### config.mk
export PLATFORM = sky130hd
export DESIGN_NAME = uart_rx_core
export DESIGN_NICKNAME = d
export VERILOG_FILES = /design/src/rtl/uart_rx_core.sv
export SDC_FILE = /design/constraint.sdc
export NUM_CORES = 1
export LEC_CHECK = 0
export CAP_MARGIN = 10
export CORE_MARGIN = 2
export CORE_UTILIZATION = 55
export DETAILED_ROUTE_END_ITERATION = 6
export GPL_TIMING_DRIVEN = 0
export PLACE_DENSITY = 0.88
export SLEW_MARGIN = 10
export SYNTH_ARGS = -nofsm -noshare
export SYNTH_HDL_FRONTEND = slang
export SYNTH_SLANG_ARGS = --single-unit
export TNS_END_PERCENT = 100
### constraint.sdc
create_clock -name clk -period 1.7 [get_ports clk]
set_input_delay 0.34 -clock clk [delete_from_list [all_inputs] [get_ports clk]]
set_output_delay 0.34 -clock clk [all_outputs]
set_load 0.005 [all_outputs]
### src/rtl/uart_rx_core.sv
// uart_rx_core: 8N1 serial receive engine.
//
// Synchronises the asynchronous rx pin, qualifies the start bit at its
// midpoint, samples 8 data bits LSB-first at mid-bit, checks the stop bit
// and presents the byte on data_rx with a sticky rcv flag.
//
// Ports:
//   clk        system clock, all logic on the rising edge
//   rst        synchronous active-high reset
//   rx         asynchronous serial input, idle high
//   rcv_clr    single-cycle acknowledge from the processor side
//   data_rx    last correctly framed byte
//   rcv        sticky "new byte available"
//   frame_err  1-cycle pulse when the stop bit is sampled low
//   overrun    sticky "a byte completed while rcv was still set"
//   busy       high in every state except IDLE
//
// Handshake: rcv is set by a good stop bit and stays set until the cycle
// after rcv_clr is seen high. rcv_clr also clears overrun. If rcv_clr and a
// good stop bit land on the same edge, the set wins: rcv stays 1 and
// overrun is not raised.
//
// All outputs come straight from flops.

module uart_rx_core #(
  parameter int CLKS_PER_BIT = 434,
  parameter int SYNC_STAGES  = 2
) (
  input  logic       clk,
  input  logic       rst,
  input  logic       rx,
  input  logic       rcv_clr,
  output logic [7:0] data_rx,
  output logic       rcv,
  output logic       frame_err,
  output logic       overrun,
  output logic       busy
);

  localparam int BAUD_W = $clog2(CLKS_PER_BIT);
  localparam logic [BAUD_W-1:0] BAUD_LAST = BAUD_W'(CLKS_PER_BIT - 1);
  localparam logic [BAUD_W-1:0] BAUD_HALF = BAUD_W'((CLKS_PER_BIT - 1) / 2);

  typedef enum logic [1:0] {
    IDLE  = 2'd0,
    START = 2'd1,
    DATA  = 2'd2,
    STOP  = 2'd3
  } state_t;

  state_t state_q, state_d;

  // Synchroniser: preset to 1 so reset looks like an idle line.
  logic [SYNC_STAGES-1:0] sync_q;
  logic                   rx_s;

  assign rx_s = sync_q[SYNC_STAGES-1];

  always_ff @(posedge clk) begin
    if (rst) begin
      sync_q <= '1;
    end else begin
      sync_q <= {sync_q[SYNC_STAGES-2:0], rx};
    end
  end

  // Datapath registers and their next values.
  logic [BAUD_W-1:0] baud_q, baud_d;
  logic [2:0]        bit_q, bit_d;
  logic [7:0]        shift_q, shift_d;
  logic [7:0]        data_d;
  logic              rcv_d, ferr_d, ovr_d, busy_d;
  // Set after a framing error: the line must be seen high again before a
  // new start bit is accepted, so a line stuck low cannot retrigger.
  logic              wait_high_q, wait_high_d;

  logic baud_half, baud_last;

  assign baud_half = (baud_q == BAUD_HALF);
  assign baud_last = (baud_q == BAUD_LAST);

  // State register.
  always_ff @(posedge clk) begin
    if (rst) begin
      state_q <= IDLE;
    end else begin
      state_q <= state_d;
    end
  end

  // Next-state logic.
  always_comb begin
    state_d = state_q;
    case (state_q)
      IDLE:  if (!rx_s && !wait_high_q) state_d = START;
      START: if (baud_half) state_d = rx_s ? IDLE : DATA;
      DATA:  if (baud_last && (bit_q == 3'd7)) state_d = STOP;
      STOP:  if (baud_last) state_d = IDLE;
      default: state_d = IDLE;
    endcase
  end

  // Output and datapath logic.
  always_comb begin
    baud_d      = baud_q;
    bit_d       = bit_q;
    shift_d     = shift_q;
    data_d      = data_rx;
    rcv_d       = rcv;
    ovr_d       = overrun;
    ferr_d      = 1'b0;
    wait_high_d = wait_high_q;

    // Acknowledge first so a completing frame below can override it.
    if (rcv_clr) begin
      rcv_d = 1'b0;
      ovr_d = 1'b0;
    end

    case (state_q)
      IDLE: begin
        baud_d = '0;
        bit_d  = '0;
        if (rx_s) wait_high_d = 1'b0;
      end
      START: begin
        bit_d  = '0;
        // Moving to DATA (or back to IDLE) restarts the bit period here,
        // which places every later sample at mid-bit.
        baud_d = baud_half ? '0 : baud_q + 1'b1;
      end
      DATA: begin
        if (baud_last) begin
          baud_d  = '0;
          shift_d = {rx_s, shift_q[7:1]};
          bit_d   = bit_q + 3'd1;
        end else begin
          baud_d = baud_q + 1'b1;
        end
      end
      STOP: begin
        if (baud_last) begin
          baud_d = '0;
          bit_d  = '0;
          if (rx_s) begin
            data_d = shift_q;
            rcv_d  = 1'b1;
            if (rcv && !rcv_clr) ovr_d = 1'b1;
          end else begin
            ferr_d      = 1'b1;
            wait_high_d = 1'b1;
          end
        end else begin
          baud_d = baud_q + 1'b1;
        end
      end
      default: begin
        baud_d = '0;
        bit_d  = '0;
      end
    endcase

    busy_d = (state_d != IDLE);
  end

  always_ff @(posedge clk) begin
    if (rst) begin
      baud_q      <= '0;
      bit_q       <= '0;
      shift_q     <= '0;
      data_rx     <= '0;
      rcv         <= 1'b0;
      frame_err   <= 1'b0;
      overrun     <= 1'b0;
      busy        <= 1'b0;
      wait_high_q <= 1'b0;
    end else begin
      baud_q      <= baud_d;
      bit_q       <= bit_d;
      shift_q     <= shift_d;
      data_rx     <= data_d;
      rcv         <= rcv_d;
      frame_err   <= ferr_d;
      overrun     <= ovr_d;
      busy        <= busy_d;
      wait_high_q <= wait_high_d;
    end
  end

endmodule

* After elaboration in Yosys (flattened, before gate mapping)
Cells that the tools add are included.
** Storage, ports and cells
- Register bits after elaboration :: 37
- Input port bits :: 4
- Output and inout bits :: 12
** Operators by class
- $add $sub $neg :: 2
- Equality and inequality tests :: 10
- Muxes and demuxes :: 26
- Bitwise operators :: 2
- Reduce and logical (&&, ||, !) cells :: 16
** Operators with widths (count)
- one-hot mux 9 bit (3 select lines) :: 1
- 2-to-1 mux 9 bit :: 2
- 2-to-1 mux 1 bit :: 13
- 2-to-1 mux 2 bit :: 5
- adder 9 x 1 -> 9 bit (second input constant) :: 1
- equality test 9 x 8 -> 1 bit (second input constant) :: 1
- equality test 9 bit (second input constant) :: 1
- one-hot mux 3 bit (3 select lines) :: 1
- != test 2 bit (second input constant) :: 4
- one-hot mux 2 bit (4 select lines) :: 1
- 2-to-1 mux 3 bit :: 2
- equality test 2 bit (second input constant) :: 2
- AND reduction 2 bit :: 2
- AND reduction 4 bit :: 1
- nonzero test 2 bit :: 2
- OR reduction 2 bit :: 2
- adder 3 x 1 -> 3 bit (second input constant) :: 1
- equality test 3 bit (second input constant) :: 1
- logical AND 1 bit :: 3
- zero test 1 bit :: 3
- AND reduction 3 bit :: 1
- OR reduction 3 bit :: 1
- equality test 2 x 1 -> 1 bit (second input constant) :: 1
- zero test 2 bit :: 1
- other kinds (2) :: 3

* Depth between registers and ports, before layout
Gate-level depths: netlist of run 1.
- Depth in word-level cells :: 6
- Mapped depth :: 8
- Gate-level depth less buffers :: 6

* Worst setup path after synthesis of run 1
OpenSTA, ideal clock, no wires.
- Path kind :: register to register
- Start point :: register baud_q[0]
- End point :: register data_rx[0]
- Setup time :: 128 ps
- Data arrival time :: 1398 ps
- Required time :: 1572 ps
- Slack :: 175 ps
- Stages on the path, launching flop included :: 8
- Path buffers :: 2
- Period minus slack after synthesis :: 1525 ps
- Cell sequence :: dfxtp_1 -> ha_1 -> nand4bb_1 -> buf_4 -> nor4_4 -> buf_6 -> mux2i_1 -> nor2_1
** Between the ends
- Word-level cells in the longest chain between the ends :: 2
** Ends and longest elaborated chain
- start: declaration :: RTL line 68 : logic [BAUD_W-1:0] baud_q, baud_d;
- start signal: assignment :: RTL line 178 : baud_q <= baud_d;
- equality test 9 bit :: RTL line 80 : assign baud_last = (baud_q == BAUD_LAST);
- AND reduction 3 bit (no line)
- end signal: assignment :: RTL line 181 : data_rx <= data_d;
- end: declaration :: RTL line 33 : output logic [7:0] data_rx,
No other way between the ends.
A chain may end at the register's enable or synchronous reset.

* Final worst setup path of run 1
- Start point :: register baud_q[1]
- End point :: register shift_q[5]
** Between the ends
- Word-level cells in the longest chain between the ends :: 2
** Ends and longest elaborated chain
- equality test 9 bit :: RTL line 80
- AND reduction 2 bit (no line)
- end signal: assignment :: RTL line 180 : shift_q <= shift_d;
- end: declaration :: RTL line 70 : logic [7:0] shift_q, shift_d;
No other way between the ends.

==> results of run 1 <==
where the power goes:
group          internal [mW]  switching [mW]  leakage (nW)  total [mW]
Clock                  0.311           0.316        0.0414       0.627
Combinational         0.0188          0.0245         0.320      0.0433
Sequential             0.871         0.00610         0.300       0.877
layer usage:
layer  vias to the layer above  share of wire [%]  global-route usage (%)
met5                         -                  0                       0
met4                         0                2.7                   10.96
met3                         9                3.9                   4.082
met2                        20                 51                   34.09
met1                       557                 42                   21.05
li1                        594                  -                       -
critical path, cell delays in order (launching register included):
cell	delay, ps
dfxtp_2	350
inv_2	70
ha_4	110
nand4bb_1	110
buf_6	150
nor4b_4	330
buf_6	180
mux2i_1	190
nor2_1	60
cells in the mapped netlist, types with 4 or more instances:
master and n:
dfxtp_1 37, clkbuf_1 4, nor2_1 33, ha_1 5, nand3_1 6, nand2_1 4
inv_1 7, a21oi_1 6, xnor2_1 5, mux2i_1 16
through the flow:
stage | worst slack (ps) | setup TNS (ps) | power [mW]
after floorplan | 174.9 | 0 | 0.9217
after global placement | 50.70 | 0 | 0.9355
after detailed placement | -18.89 | -56.30 | 0.9381
after CTS | 6.238 | 0 | 1.549
after global routing | -67.29 | -448.6 | 1.589
final | 24.43 | 0 | 1.548
cell families after synthesis:
logic type               count (synthesis)  share of synthesized area, %
flip-flops                              37                         46.98
XOR/XNOR                                 7                         3.889
adder cells (fa/ha/maj)                  5                         3.968
AND/OR/NAND/NOR                         61                         22.06
multiplexers                            16                         10.16
buffers and inverters                   16                         5.159
AO/OA/AOI/OAI                           19                         7.779
sequential cells by signal, summed over array words and instances (netlist names), 2 cells and up:
signal / count
bit_q: 3
shift_q: 8
baud_q: 9
state_q: 2
sync_q: 2
data_rx: 8
layout by cell type (no fill, tap or decap), types with 3 or more instances in the layout:
cell,Yosys,layout
ha_1,5,4
buf_4,1,3
dfxtp_1,37,35
clkbuf_4,0,6
clkdlybuf4s50_1,0,14
inv_1,7,6
buf_6,2,3
nor2_1,33,33
clkbuf_1,4,3
a21oi_1,6,6
xnor2_1,5,5
nand2_1,4,4
mux2i_1,16,16
nand3_1,6,6
worst max path at each step:
stage                         start                 endpoint  cells after the start
2_1_floorplan  baud_q[0]$_SDFF_PP0_  data_rx[0]$_SDFFE_PP0P_                      7
3_3_place_gp   baud_q[0]$_SDFF_PP0_  data_rx[5]$_SDFFE_PP0P_                      7
3_5_place_dp   baud_q[0]$_SDFF_PP0_  shift_q[1]$_SDFFE_PP0P_                      7
4_1_cts        baud_q[1]$_SDFF_PP0_  shift_q[5]$_SDFFE_PP0P_                      8
5_1_grt        baud_q[1]$_SDFF_PP0_  shift_q[0]$_SDFFE_PP0P_                      8
6_report       baud_q[1]$_SDFF_PP0_  shift_q[5]$_SDFFE_PP0P_                      8
repair_timing:
action | in CTS | in global routing
gates resized for setup | 1 | 10
gates cloned | 0 | 1
setup endpoints to repair | 8 | 16
buffers inserted | 0 | 2
pin swaps | 0 | 3
layout make-up:
| type | count | area (um^2) |
|---|---|---|
| timing repair buffer | 17 | 162.7 |
| buffer | 8 | 57.56 |
| clock buffer | 5 | 37.54 |
| clock inverter | 3 | 46.29 |
| fill | 230 | 837.1 |
| inverter | 7 | 26.28 |
| sequential | 37 | 745.7 |
| multi-input combinational | 108 | 782.0 |
| tap | 31 | 38.79 |
==> metrics.cfg, run 1 <==
[logic_synthesis]
synth_warnings = 0
synth_nets = 170
synth_flop_cell = dfxtp_1
synthCells = 161
yosys-top-cells-area = dfxtp_1 (47%), mux2i_1 (10%), nor2_1 (7.9%)
synth_top_area_share_pct = 46.98
ys_types = 38
synth_top_cell_by_area = dfxtp_1
async_flop_share_pct = 0
postSynthAreaPerCell_um2 = 9.792
ys_seq_area_share_pct = 46.98
ys_seq_elements = 37
synth_edf_count = 0
syn-cell-area_mm2 = 0.001577

[clock_network]
cts_buffer_depth = 2
root_buffer = clkbuf_4
hold_buffers = 0
tritoncts = done
h-tree-depth = 2
clock_sinks = 37
insertion_delay_ps = 360
cts_buffers = 5
clkTransAtPathRegs_ps = 120

[sta]
fin_hold_ws_ps = 388.8
rsz0062_at_grt = true
maxSlewViolCount = 0
fin_crit_ps = 1676
fin_crit_sh_pct = 98.56
setup_viol = 0
max_slew_margin_pct = 68.46
finClkSkew_ps = 9.651
worst_pin_slew_ps = 473.2
fmax_mhz = 596.8
hold_viol = 0

[route]
vias = 1180
viasPerCell = 5.463
drt_iter0_drc = 20
post_drt_wl_per_cell_um = 13.34
firstDrtPassIters = 4
drc = 0
drtAntennaViolNets = 0
routed_wl_um = 2881

[power_and_ir_drop]
power_leakage_nw = 0.6614
vdd_ir_drop_max_mv = 0.9132
p_per_area_mw_per_mm2 = 816.0

[critical_path]
critPathKind = reg -> reg
worstPathMaxFanout = 5
end_kind = flop
critPathLaunchType = flop
worst-r2r-setup-slack_ps = 20
critPathArrivalTime_ps = 1920
worstReg2RegEnd = shift_q[5]$_SDFFE_PP0P_
reg2reg_depth = 8
crit_required_ps = 1940
reg2reg_from = baud_q[1]$_SDFF_PP0_

[placement]
globalplace.congestion = 0.8355
numPortBuffers = 14
dpl.cell_count = 206
dpl.hpwl_um = 2048
placed_cell_area_mm2 = 0.001755

[final_layout]
fin_area_mm2 = 0.001897
diodes = 0
fin_util_pct = 69.38
nets = 193
drive_above_1_share_pct = 15.14
instances_no_fill = 216
area_delta_synth_final_pct = 20.32

[grt]
grt_overflow = 0
grt_pass1_vias = 1133
grt_max_degree = 14
antenna_found_initial = 0
grt_usage_pct = 19.26
grt_first_pass_wirelength_um = 4871

[die]
row_count = 19
core-area_mm2 = 0.002734
die_x_um = 57.54
die_y_um = 57.54
die_area_mm2 = 0.003311
ios = 16
start_util_pct = 57.67

[run_status]
outcome = finished clean

[worst_hold_path]
hold-path-endpoint = busy$_SDFF_PP0_
hp-class = in -> reg
hold_depth = 2
hp-start = rst

[job]
drv_cap = 0

Power figures use the tool's default switching activity.
==> inputs of run 2 (changes only) <==
--- a/config.mk
+++ b/config.mk
@@ -11,6 +11,8 @@
 export DETAILED_ROUTE_END_ITERATION = 6
 export GPL_TIMING_DRIVEN = 0
 export PLACE_DENSITY = 0.88
+export RECOVER_POWER = 25
+export SKIP_CTS_REPAIR_TIMING = 1
 export SLEW_MARGIN = 10
 export SYNTH_ARGS = -nofsm -noshare
 export SYNTH_HDL_FRONTEND = slang
==> metrics.cfg, run 2 (same netlist as run 1, synthesis figures left out) <==
[sta]
fin_crit_ps = 1676  ; unchanged
hold_viol = 0  ; unchanged
finClkSkew_ps = 9.651  ; unchanged
worst_pin_slew_ps = 473.2  ; unchanged
max_slew_margin_pct = 68.46  ; unchanged
setup_ws_ps = 24.43  ; unchanged
maxSlewViolCount = 0  ; unchanged
rsz0062_at_grt = true  ; unchanged
fmax_mhz = 596.8  ; unchanged
fin_crit_sh_pct = 98.56  ; unchanged
setup_tns_ps = 0  ; unchanged
setup_viol = 0  ; unchanged

[run_status]
outcome = finished clean  ; unchanged

[die]
die_x_um = 57.54  ; unchanged
start_util_pct = 57.67  ; unchanged
ios = 16  ; unchanged
row_count = 19  ; unchanged
die_area_mm2 = 0.003311  ; unchanged
die_y_um = 57.54  ; unchanged
core-area_mm2 = 0.002734  ; unchanged

[power_and_ir_drop]
total_power_mw = 1.547  ; was 1.548 mW
power_leakage_nw = 0.6616  ; was 0.6614 nW
p_comb_share_pct = 2.8  ; about the same
internal-power_mw = 1.201  ; about the same
switchingPower_uw = 346.4  ; about the same
clockPowerShare_pct = 40.5  ; about the same
vdd_ir_drop_max_mv = 0.9132  ; about the same
p_per_area_mw_per_mm2 = 815.7  ; was 816.0 mW/mm^2
p_seq_share_pct = 56.7  ; about the same
sw_frac_of_total_pct = 22.39  ; was 22.38%

[critical_path]
critPathLaunchType = flop  ; unchanged
cp_slowest_stage_delay_ps = 350  ; about the same
crit_chain = inv_2 > ha_4 > nand4bb_1 > buf_6 > nor4b_4 > buf_6 > mux2i_1 > nor2_1  ; unchanged
worst_path_max_delay_cell = dfxtp_2  ; unchanged
worst_path_most_repeated_cell = buf_6  ; unchanged
critPathArrivalTime_ps = 1920  ; about the same
worstPathMaxFanout = 5  ; unchanged
critPathKind = reg -> reg  ; unchanged
end_kind = flop  ; unchanged
crit_required_ps = 1940  ; about the same

[grt]
antenna_found_initial = 0  ; unchanged
grt_max_degree = 14  ; unchanged
grt_first_pass_wirelength_um = 4871  ; unchanged
grt_pass1_vias = 1133  ; unchanged
grt_usage_pct = 19.26  ; unchanged
grt_overflow = 0  ; unchanged

[clock_network]
tritoncts = done  ; unchanged
clock_sinks = 37  ; unchanged
h-tree-depth = 2  ; unchanged
clkTransAtPathRegs_ps = 120  ; about the same
root_buffer = clkbuf_4  ; unchanged
cts_buffers = 5  ; unchanged
insertion_delay_ps = 360  ; about the same
cts_buffer_depth = 2  ; unchanged

[final_layout]
largest_register_ffs = 9  ; unchanged
nets = 193  ; unchanged
reg_top3 = baud_q x9, data_rx x8, shift_q x8  ; unchanged
layout_common_cells = dfxtp_1 (35), nor2_1 (33), mux2i_1 (16), clkdlybuf4s50_1 (13)  ; was dfxtp_1 (35), nor2_1 (33), mux2i_1 (16), clkdlybuf4s50_1 (14)
final_common_cell = dfxtp_1  ; unchanged
area_delta_synth_final_pct = 20.32  ; unchanged
instances_no_fill = 216  ; unchanged
regMostFlops = baud_q  ; unchanged
fillers = 230  ; unchanged
drive_above_1_share_pct = 15.14  ; unchanged
diodes = 0  ; unchanged

[route]
post_drt_wl_per_cell_um = 13.33  ; was 13.34 um
vias = 1180  ; unchanged
routed_wl_um = 2880  ; was 2881 um
drtAntennaViolNets = 0  ; unchanged
drt_iter0_drc = 20  ; unchanged
viasPerCell = 5.463  ; unchanged
firstDrtPassIters = 4  ; unchanged
drc = 0  ; unchanged

[placement]
numPortBuffers = 14  ; unchanged
dpl.cell_count = 206  ; unchanged
dpl.hpwl_um = 2048  ; unchanged
post-place-ws_ps = -18.89  ; unchanged
globalplace.congestion = 0.8355  ; unchanged

[job]
drv_cap = 0  ; unchanged

[worst_hold_path]
hp-class = in -> reg  ; unchanged

run 2: stage by stage:
step           util (%)  cell area (um^2)  hold slack (ps)
3_3_place_gp      64.21              1755            388.6
3_5_place_dp      64.21              1755            405.4
5_1_grt           69.38              1897            429.5
4_1_cts           67.28              1839            383.2
6_report          69.38              1897            388.8
2_1_floorplan         -              1577            383.2
run 2: cell type report:
cell class | count | area, um^2 | area share (%)
buffer | 8 | 57.56 | 3.034
timing repair buffer | 17 | 162.7 | 8.575
tap | 31 | 38.79 | 2.045
sequential | 37 | 745.7 | 39.31
clock inverter | 3 | 46.29 | 2.441
multi-input combinational | 108 | 782.0 | 41.23
inverter | 7 | 26.28 | 1.385
clock buffer | 5 | 37.54 | 1.979
run 2: final timing paths:
| path | from | cells after the start | endpoint | slack (ps) |
|---|---|---|---|---|
| worst min-delay path | rst | 2 | busy$_SDFF_PP0_ | 390 |
| worst max register to register | baud_q[1]$_SDFF_PP0_ | 8 | shift_q[5]$_SDFFE_PP0P_ | 20 |
| worst min register to register | sync_q[0]$_SDFF_PP1_ | 1 | sync_q[1]$_SDFF_PP1_ | 420 |
| worst max-delay path | baud_q[1]$_SDFF_PP0_ | 8 | shift_q[5]$_SDFFE_PP0P_ | 20 |
run 2: critical path, delay by kind of cell (launching register included):
kind | cells | cell delay (ps)
mux | 1 | 190
flops | 1 | 350
simple gates | 3 | 500
fa+ha+maj | 1 | 110
buf+inv | 3 | 400
run 2: metal layers:
metal	global-route usage, %	share of wire [%]
met5	0	0
met4	10.96	2.7
met3	4.082	3.9
met2	34.09	51
met1	21.05	42
run 2: power by group through the flow:
| stage | combinational, mW | clock [mW] | sequential (mW) |
|---|---|---|---|
| after floorplan | 0.0255 | 0 | 0.896 |
| after global placement | 0.0385 | 0 | 0.897 |
| after detailed placement | 0.0404 | 0 | 0.898 |
| after CTS | 0.0405 | 0.631 | 0.878 |
| after global routing | 0.0482 | 0.661 | 0.879 |
| final | 0.0429 | 0.627 | 0.877 |
